--- src/rtl/lpif_tx_packer.sv ---
// Packs link-layer byte chunks back-to-back into 64-byte LPIF words and hands
// each word to the PHY over an lp_irdy/pl_trdy handshake.
module lpif_tx_packer #(
    parameter int IN_BYTES      = 8,
    parameter int FLUSH_TIMEOUT = 16
) (
    input  logic                       pclk,
    input  logic                       reset,
    input  logic                       in_valid,
    output logic                       in_ready,
    input  logic [8*IN_BYTES-1:0]      in_data,
    input  logic [$clog2(IN_BYTES):0]  in_bytes,
    input  logic                       in_sop,
    input  logic                       in_eop,
    input  logic                       in_is_dlp,
    input  logic                       flush,
    output logic [511:0]               lp_data,
    output logic [63:0]                lp_valid,
    output logic [63:0]                lp_tlpstart,
    output logic [63:0]                lp_tlpend,
    output logic [63:0]                lp_dlpstart,
    output logic [63:0]                lp_dlpend,
    output logic                       lp_irdy,
    input  logic                       pl_trdy,
    output logic                       proto_err
);

    localparam logic [6:0] FILL_LIM = 7'(64 - IN_BYTES);
    localparam logic [6:0] IN_MAX   = 7'(IN_BYTES);
    localparam logic [7:0] IDLE_MAX = 8'(FLUSH_TIMEOUT);

    // accumulator
    logic [511:0] acc_data_q, acc_data_d;
    logic [63:0]  acc_valid_q, acc_valid_d;
    logic [63:0]  acc_ts_q, acc_ts_d, acc_te_q, acc_te_d;
    logic [63:0]  acc_ds_q, acc_ds_d, acc_de_q, acc_de_d;
    logic [6:0]   fill_q, fill_d;
    logic [7:0]   idle_q, idle_d;
    logic         in_pkt_q, in_pkt_d;
    logic         pkt_dlp_q, pkt_dlp_d;

    // output register
    logic [511:0] out_data_q, out_data_d;
    logic [63:0]  out_valid_q, out_valid_d;
    logic [63:0]  out_ts_q, out_ts_d, out_te_q, out_te_d;
    logic [63:0]  out_ds_q, out_ds_d, out_de_q, out_de_d;
    logic         irdy_q, irdy_d;
    logic         perr_q, perr_d;

    logic         can_xfer, seal, xfer, accept;
    logic         bad_len, no_sop, keep, proto_viol, end_dlp;
    logic [6:0]   n_bytes, base;
    logic [5:0]   last;
    logic [63:0]  start_bit, end_bit;
    logic [63:0]  wr_en;
    logic [511:0] wr_data;

    assign n_bytes  = 7'(in_bytes);
    assign can_xfer = (fill_q != 7'd0) && (!irdy_q || pl_trdy);
    assign seal     = (fill_q > FILL_LIM) || flush || (idle_q == IDLE_MAX);
    assign xfer     = seal && can_xfer;
    assign in_ready = (fill_q <= FILL_LIM) || can_xfer;
    assign accept   = in_valid && in_ready;

    assign bad_len    = (n_bytes == 7'd0) || (n_bytes > IN_MAX);
    assign no_sop     = !in_sop && !in_pkt_q;
    assign keep       = accept && !bad_len && !no_sop;
    assign proto_viol = accept && (bad_len || no_sop || (in_sop && in_pkt_q) ||
                                   ((n_bytes < IN_MAX) && !in_eop));

    // A chunk lands at byte 0 when the word it would join leaves on this edge.
    assign base      = xfer ? 7'd0 : fill_q;
    assign last      = base[5:0] + n_bytes[5:0] - 6'd1;
    assign start_bit = 64'd1 << base[5:0];
    assign end_bit   = 64'd1 << last;
    assign end_dlp   = in_sop ? in_is_dlp : pkt_dlp_q;

    for (genvar gi = 0; gi < 64; gi++) begin : g_byte
        logic [5:0] off;
        assign off       = 6'(gi) - base[5:0];
        assign wr_en[gi] = keep && (7'(gi) >= base) && (7'(gi) < base + n_bytes);
        assign wr_data[gi*8 +: 8] = wr_en[gi] ? 8'(in_data >> {off, 3'b000}) : 8'h00;
    end

    always_comb begin
        acc_data_d  = xfer ? '0 : acc_data_q;
        acc_valid_d = xfer ? '0 : acc_valid_q;
        acc_ts_d    = xfer ? '0 : acc_ts_q;
        acc_te_d    = xfer ? '0 : acc_te_q;
        acc_ds_d    = xfer ? '0 : acc_ds_q;
        acc_de_d    = xfer ? '0 : acc_de_q;
        fill_d      = xfer ? 7'd0 : fill_q;
        idle_d      = idle_q;
        in_pkt_d    = in_pkt_q;
        pkt_dlp_d   = pkt_dlp_q;
        out_data_d  = out_data_q;
        out_valid_d = out_valid_q;
        out_ts_d    = out_ts_q;
        out_te_d    = out_te_q;
        out_ds_d    = out_ds_q;
        out_de_d    = out_de_q;
        irdy_d      = irdy_q;
        perr_d      = proto_viol;

        if (xfer) begin
            out_data_d  = acc_data_q;
            out_valid_d = acc_valid_q;
            out_ts_d    = acc_ts_q;
            out_te_d    = acc_te_q;
            out_ds_d    = acc_ds_q;
            out_de_d    = acc_de_q;
            irdy_d      = 1'b1;
        end else if (irdy_q && pl_trdy) begin
            irdy_d = 1'b0;
        end

        if (keep) begin
            acc_data_d  = acc_data_d | wr_data;
            acc_valid_d = acc_valid_d | wr_en;
            if (in_sop) begin
                pkt_dlp_d = in_is_dlp;
                if (in_is_dlp) acc_ds_d = acc_ds_d | start_bit;
                else           acc_ts_d = acc_ts_d | start_bit;
            end
            if (in_eop) begin
                if (end_dlp) acc_de_d = acc_de_d | end_bit;
                else         acc_te_d = acc_te_d | end_bit;
            end
            fill_d = base + n_bytes;
            if (in_eop)      in_pkt_d = 1'b0;
            else if (in_sop) in_pkt_d = 1'b1;
        end

        if (accept || xfer) begin
            idle_d = 8'd0;
        end else if ((fill_q != 7'd0) && (idle_q != IDLE_MAX)) begin
            idle_d = idle_q + 8'd1;
        end
    end

    always_ff @(posedge pclk) begin
        if (reset) begin
            acc_data_q  <= '0;
            acc_valid_q <= '0;
            acc_ts_q    <= '0;
            acc_te_q    <= '0;
            acc_ds_q    <= '0;
            acc_de_q    <= '0;
            fill_q      <= '0;
            idle_q      <= '0;
            in_pkt_q    <= 1'b0;
            pkt_dlp_q   <= 1'b0;
            out_data_q  <= '0;
            out_valid_q <= '0;
            out_ts_q    <= '0;
            out_te_q    <= '0;
            out_ds_q    <= '0;
            out_de_q    <= '0;
            irdy_q      <= 1'b0;
            perr_q      <= 1'b0;
        end else begin
            acc_data_q  <= acc_data_d;
            acc_valid_q <= acc_valid_d;
            acc_ts_q    <= acc_ts_d;
            acc_te_q    <= acc_te_d;
            acc_ds_q    <= acc_ds_d;
            acc_de_q    <= acc_de_d;
            fill_q      <= fill_d;
            idle_q      <= idle_d;
            in_pkt_q    <= in_pkt_d;
            pkt_dlp_q   <= pkt_dlp_d;
            out_data_q  <= out_data_d;
            out_valid_q <= out_valid_d;
            out_ts_q    <= out_ts_d;
            out_te_q    <= out_te_d;
            out_ds_q    <= out_ds_d;
            out_de_q    <= out_de_d;
            irdy_q      <= irdy_d;
            perr_q      <= perr_d;
        end
    end

    assign lp_data     = out_data_q;
    assign lp_valid    = out_valid_q;
    assign lp_tlpstart = out_ts_q;
    assign lp_tlpend   = out_te_q;
    assign lp_dlpstart = out_ds_q;
    assign lp_dlpend   = out_de_q;
    assign lp_irdy     = irdy_q;
    assign proto_err   = perr_q;

endmodule

--- config.mk ---
export PLATFORM = sky130hd
export DESIGN_NAME = lpif_tx_packer
export DESIGN_NICKNAME = d
export VERILOG_FILES = /design/src/rtl/lpif_tx_packer.sv
export SDC_FILE = /design/constraint.sdc
export NUM_CORES = 2
export LEC_CHECK = 0
export ABC_AREA = 1
export BUFFER_PORTS_ARGS = -buffer_cell sky130_fd_sc_hd__buf_2
export CORE_ASPECT_RATIO = 1.2
export CORE_MARGIN = 1.5
export CORE_UTILIZATION = 50
export DETAILED_ROUTE_END_ITERATION = 8
export PLACE_DENSITY = 0.71
export RECOVER_POWER = 100
export SYNTH_ARGS = -nofsm -noshare
export SYNTH_HDL_FRONTEND = slang
export SYNTH_SLANG_ARGS = --single-unit
--- constraint.sdc ---
create_clock -name pclk -period 5.88 [get_ports pclk]
set_input_delay 0 -clock pclk [delete_from_list [all_inputs] [get_ports pclk]]
set_output_delay 0 -clock pclk [all_outputs]
set_load 0.03 [all_outputs]
==> Yosys cells after proc, flatten, opt, wreduce, memory -nomap -nowiden <==
Cells that the tools add are included.
{ "classes": {"addsub": 68, "n_lt_le_gt_ge": 132, "n_eq_ne": 2, "n_shift": 66, "mux": 91, "bitwise_logic": 6, "reduce_logical": 160} }
{ "op_table": {"columns": ["operator", "n"], "rows": [
  ["64-bit by 9-bit right shift with 8-bit output", 64],
  ["64-bit two-way mux", 18],
  ["512-bit two-way mux", 2],
  ["8-bit two-way mux", 64],
  ["512-bit bitwise OR", 1],
  ["64-bit bitwise OR", 5],
  ["6-bit by 7-bit >= comparator with 1-bit output, first input constant", 32],
  ["6-bit by 7-bit less-than comparator with 1-bit output, first input constant", 32],
  ["6-bit subtractor, first input constant", 32],
  ["1-bit logical AND", 139],
  ["1-bit by 6-bit left shift with 64-bit output, first input constant", 2],
  ["5-bit by 7-bit >= comparator with 1-bit output, first input constant", 16],
  ["5-bit by 7-bit less-than comparator with 1-bit output, first input constant", 16],
  ["5-bit by 6-bit subtractor with 6-bit output, first input constant", 16],
  ["4-bit by 7-bit >= comparator with 1-bit output, first input constant", 8],
  ["4-bit by 7-bit less-than comparator with 1-bit output, first input constant", 8],
  ["4-bit by 6-bit subtractor with 6-bit output, first input constant", 8],
  ["3-bit by 7-bit >= comparator with 1-bit output, first input constant", 4],
  ["3-bit by 7-bit less-than comparator with 1-bit output, first input constant", 4],
  ["3-bit by 6-bit subtractor with 6-bit output, first input constant", 4],
  ["1-bit by 7-bit >= comparator with 1-bit output, first input constant", 2],
  ["2-bit by 7-bit >= comparator with 1-bit output, first input constant", 2],
  ["1-bit by 7-bit less-than comparator with 1-bit output, first input constant", 2],
  ["2-bit by 7-bit less-than comparator with 1-bit output, first input constant", 2],
  ["other kinds (21)", 42]
]} }
{ "word_totals": {"ff_bits": 1683, "out_inout_bits": 835, "wordCells": 543} }

==> Logic depth before layout (Yosys ltp) <==
{ "logic_depth": {"ltp_word": 12, "ltp_mapped": 28, "mapped_depth_nobuf": 23} }

==> Worst setup path after synthesis <==
OpenSTA, ideal clock, no wires.
{ "synth_path": {"kind": "flip-flop to flip-flop", "start": "register fill_q[2]", "end": "register acc_data_q[368]", "setup_ns": 0.060, "t_arrival_ns": 3.656, "path_slack_ns": 2.164, "path_stages_with_launch": 26, "n_path_buf": 7, "period_less_slack_ns": 3.716, "path_cell_list": "dfxtp_1 -> buf_6 -> inv_2 -> nand2_4 -> nor3_2 -> nor2_2 -> nand2_4 -> buf_12 -> nand2_2 -> inv_1 -> buf_2 -> buf_2 -> buf_2 -> ha_1 -> clkbuf_1 -> inv_1 -> nor2_1 -> nand2_1 -> nand2_2 -> inv_4 -> nand3_4 -> nand2_2 -> nor2_4 -> buf_2 -> nand4_1 -> nand2_1"} }
{ "synth_via": {"elab_chain_cells": 11, "elab_cells_between_ends": 23, "classes_between": "add/sub: 2; order compare: 4; shift: 1; mux: 4; bitwise: 1; reduce/logical: 11"} }
{ "synth_rtl": {"columns": ["item", "line", "text"], "rows": [
  ["start: declaration", "37", "logic [6:0] fill_q, fill_d;"],
  ["start signal: assignment", "168", "fill_q <= fill_d;"],
  ["branches (longest 10 deep; another with 7-bit by 6-bit greater-than comparator with 1-bit output)", null, null],
  ["512-bit two-way mux (*)", "117", "if (keep) begin"],
  ["end signal: assignment", "162", "acc_data_q <= acc_data_d;"],
  ["end: declaration", "33", "logic [511:0] acc_data_q, acc_data_d;"]
]} }
Every way passes the cells marked *.
A chain may end at the register's enable or synchronous reset.

==> Worst setup path after layout <==
{ "layout_path": {"start": "register fill_q[2]", "end": "register acc_data_q[508]"} }
Same word-level chain as after synthesis.

==> run summary <==
Synth top area cells: dfxtp_1 (53%), o21ai_0 (9.7%), nand2_1 (9.5%)
Routed vias: 63900
Top-count cell post-synth: dfxtp_1
Nets: 9395
Critical path class: register to register
Final Hold Vio Count: 0
Pwr/cell area: 407 nW/um^2
Reg2Reg Depth: 14
Worst path top cell family by delay: buffers and inverters
Total Routing Usage GR: 0.439
Grt ovf: 0
Max_cap viols: 3
RSZ-0062 raised after global routing: no
Failing checks: capacitance limit, slew limit
Worst r2r dst: acc_data_q[508]
DRC Markers: 0
Routed vias/inst: 5.75
Final Max Slew Viols: 257
Antenna violations before repair: 41
Share of cells above drive strength 1: 0.0640
Row count: 143
Async SR Flop Fraction: 0
Final period util: 0.916
Core Util, Final: 0.591
Fin crit period: 5.38 ns
Routability cong.: 1.05
Die Span Y: 395 um
Hold WC Path Type: input port to register
Initial DRT Pass Iterations: 8
Endpoints failing setup: 0
Static Leak: 29.9 nW
Cell count after synthesis: 8504
Vias in the first global route: 58600
Top-area cell type share of the netlist area: 0.526
Area Overhead vs Synth: 16.9%
Port Buffer Count: 910
Mapped Area: 64100 um^2
CP max-delay cell: clkbuf_1
Die ar.: 130000 um^2
Clk slew on worst S/H paths: 0.07 ns
Sequential share of the synthesized area: 0.526
CP most frequent cell: buf_4
Core Area: 127000 um^2
Status: finished, violations left
Relative slew slack: -0.857
Post-synth cell types: 67
Later-pin clock latency in the skew report: 0.83 ns
IO Pins: 911
Worst slew pin tran: 2.79 ns
Routed wire length: 296000 um
Sequence of cells on the critical path: inv_2 -> nand2_4 -> nor3_1 -> nor2_1 -> nand2_8 -> buf_4 -> clkinvlp_2 -> buf_4 -> nor2_4 -> buf_12 -> clkbuf_1 -> nand2_1 -> o41ai_1 -> dlygate4sd3_1
Worst path bufs/invs: 7
Ys flop type: dfxtp_1
Hold path cells: 9
First-pass GRT wire length: 413000 um
Reg2reg start: fill_q[2]
Worst setup EP type: register
Worst setup SP type: register
Setup Buffers After CTS: 0
Setup TNS Final: 0 ns
Clk sinks: 1683
Net count after synthesis: 8604
Hold Crit Endpoint: fill_q[6]
Largest net degree at the start of global routing: 219
Average size of a mapped cell: 7.54 um^2
Synth Register Bits: 1683
Req. time, crit path: 6.61 ns
Filler instances: 12200
Initial DRC count: 7705
Worst-path maximum fanout: 56
WL per Instance: 26.7 um
Die Wd: 330 um
CTS Buffer Depth: 3
CTS tree: done
Yosys warns: 0
Cell type with the largest total area after synthesis: dfxtp_1
Origin of the worst min-delay path: in_bytes[2]
Post-DRT Antenna Nets: 0
R2r setup slk: 0.50 ns
Dpl hpwl: 218000 um
H-tree levels: 4
Clk root buf: clkbuf_16
Worst Skew: 0.0391 ns
Post-synth EDFFs: 0
CTS resizes: 0
Max Clk Rate: 186 MHz
Initial Util: 0.505
Post-synth top cells: dfxtp_1 (1683), nand2_1 (1624), nor2_1 (1498)
Crit path DAT: 6.11 ns
Slowest cell delay on critical path: 0.99 ns
CTS Buf Count: 160
Maximum vdd drop: 0.000310 V
==> metal layers <==
layer / global-route usage / share of wire
met4: 0.346 / 0.091
met2: 0.661 / 0.43
met3: 0.116 / 0.10
met5: 0 / 0.00071
met1: 0.530 / 0.37
==> worst reg2reg max path, cell delays in order, from the launching register on <==
cell	delay, ns
dfxtp_1	0.44
inv_2	0.21
nand2_4	0.10
nor3_1	0.28
nor2_1	0.17
nand2_8	0.18
buf_4	0.37
clkinvlp_2	0.31
buf_4	0.37
nor2_4	0.65
buf_12	0.34
clkbuf_1	1.07
nand2_1	0.11
o41ai_1	0.11
dlygate4sd3_1	0.59
==> registers in the layout, summed over array words and instances (netlist names) <==
| register | count |
|---|---|
| acc_data_q | 512 |
| lp_data | 512 |
| acc_de_q | 64 |
| acc_ds_q | 64 |
| acc_te_q | 64 |
| acc_ts_q | 64 |
| acc_valid_q | 64 |
| lp_dlpend | 64 |
| lp_dlpstart | 64 |
| lp_tlpend | 64 |
| lp_tlpstart | 64 |
| lp_valid | 64 |
| idle_q | 8 |
| fill_q | 7 |
| in_pkt_q | 1 |
| lp_irdy | 1 |
| pkt_dlp_q | 1 |
| proto_err | 1 |
==> cell type report <==
class | count | area (um^2) | area share
antenna | 26 | 65.1 | 0.000868
clock buffer | 226 | 4670 | 0.0624
clock inverter | 58 | 679 | 0.00907
inverter | 565 | 2140 | 0.0286
multi-input combinational | 5755 | 26300 | 0.350
sequential | 1683 | 33700 | 0.450
tap | 1667 | 2090 | 0.0278
timing repair buffer | 1130 | 5340 | 0.0712
==> where the power goes <==
group,leakage [nW],internal [mW],switching [mW]
Sequential,13.7,12.2,0.541
Clock,2.62,5.89,4.65
Combinational,13.6,1.38,5.79
Total,29.9,19.5,11.0
==> through the flow <==
stage | std cells | instance area, um^2 | hold slack, ns | setup slack [ns] | total power [mW]
2_1_floorplan | 8504 | 64100 | 0.116 | 2.16 | 17.0
3_3_place_gp | 10800 | 70400 | 0.277 | 1.19 | 20.0
3_5_place_dp | 10800 | 70400 | 0.283 | 1.08 | 20.1
4_1_cts | 11100 | 76100 | 0.00478 | 1.08 | 30.5
5_1_grt | 11100 | 74900 | 0.116 | 0.287 | 31.3
6_report | 11100 | 74900 | 0.0771 | 0.496 | 30.5
==> worst max path at each step <==
stage,startpoint,to,slack (ns),cells past startpoint
detailed placement,fill_q[3],acc_data_q[493],1.08,16
CTS,fill_q[3],acc_data_q[493],1.08,16
global placement,fill_q[3],acc_data_q[493],1.19,16
global route,fill_q[2],acc_data_q[237],0.29,18
floorplan,fill_q[2],acc_data_q[368],2.16,25
finish,fill_q[2],acc_data_q[508],0.50,14
==> cells by family (layout without fill, tap and decap cells) <==
group,after synthesis,after routing,share of synthesized area
compound gates,1931,1931,0.158
xor+xnor,22,22,0.00348
fa+ha+maj,24,24,0.00480
buf+inv,1066,1979,0.0641
flops,1683,1683,0.526
mux,6,6,0.000937
other cells,0,26,0
simple gates,3772,3772,0.243
==> layout by cell type (no fill, tap or decap), drive strengths merged, types with 15 or more instances in the layout <==
cell and instances:
nand2 1646, clkinv 39, nand3 323, o22ai 192, ha 23, nor2 1541, nand4 196, or2 31
inv 569, xor2 19, nor3 21, o21ai 1324, diode 26, dlygate4sd3 41, clkbuf 1099, buf 216
a21oi 367, dfxtp 1683, o211ai 15
==> timing repair <==
item	CTS	global route
hold buffers	41	0
hold endpoints to repair	48	0
endpoints found under the setup margin	0	0
Note: power is estimated with default switching activity, not from simulation.
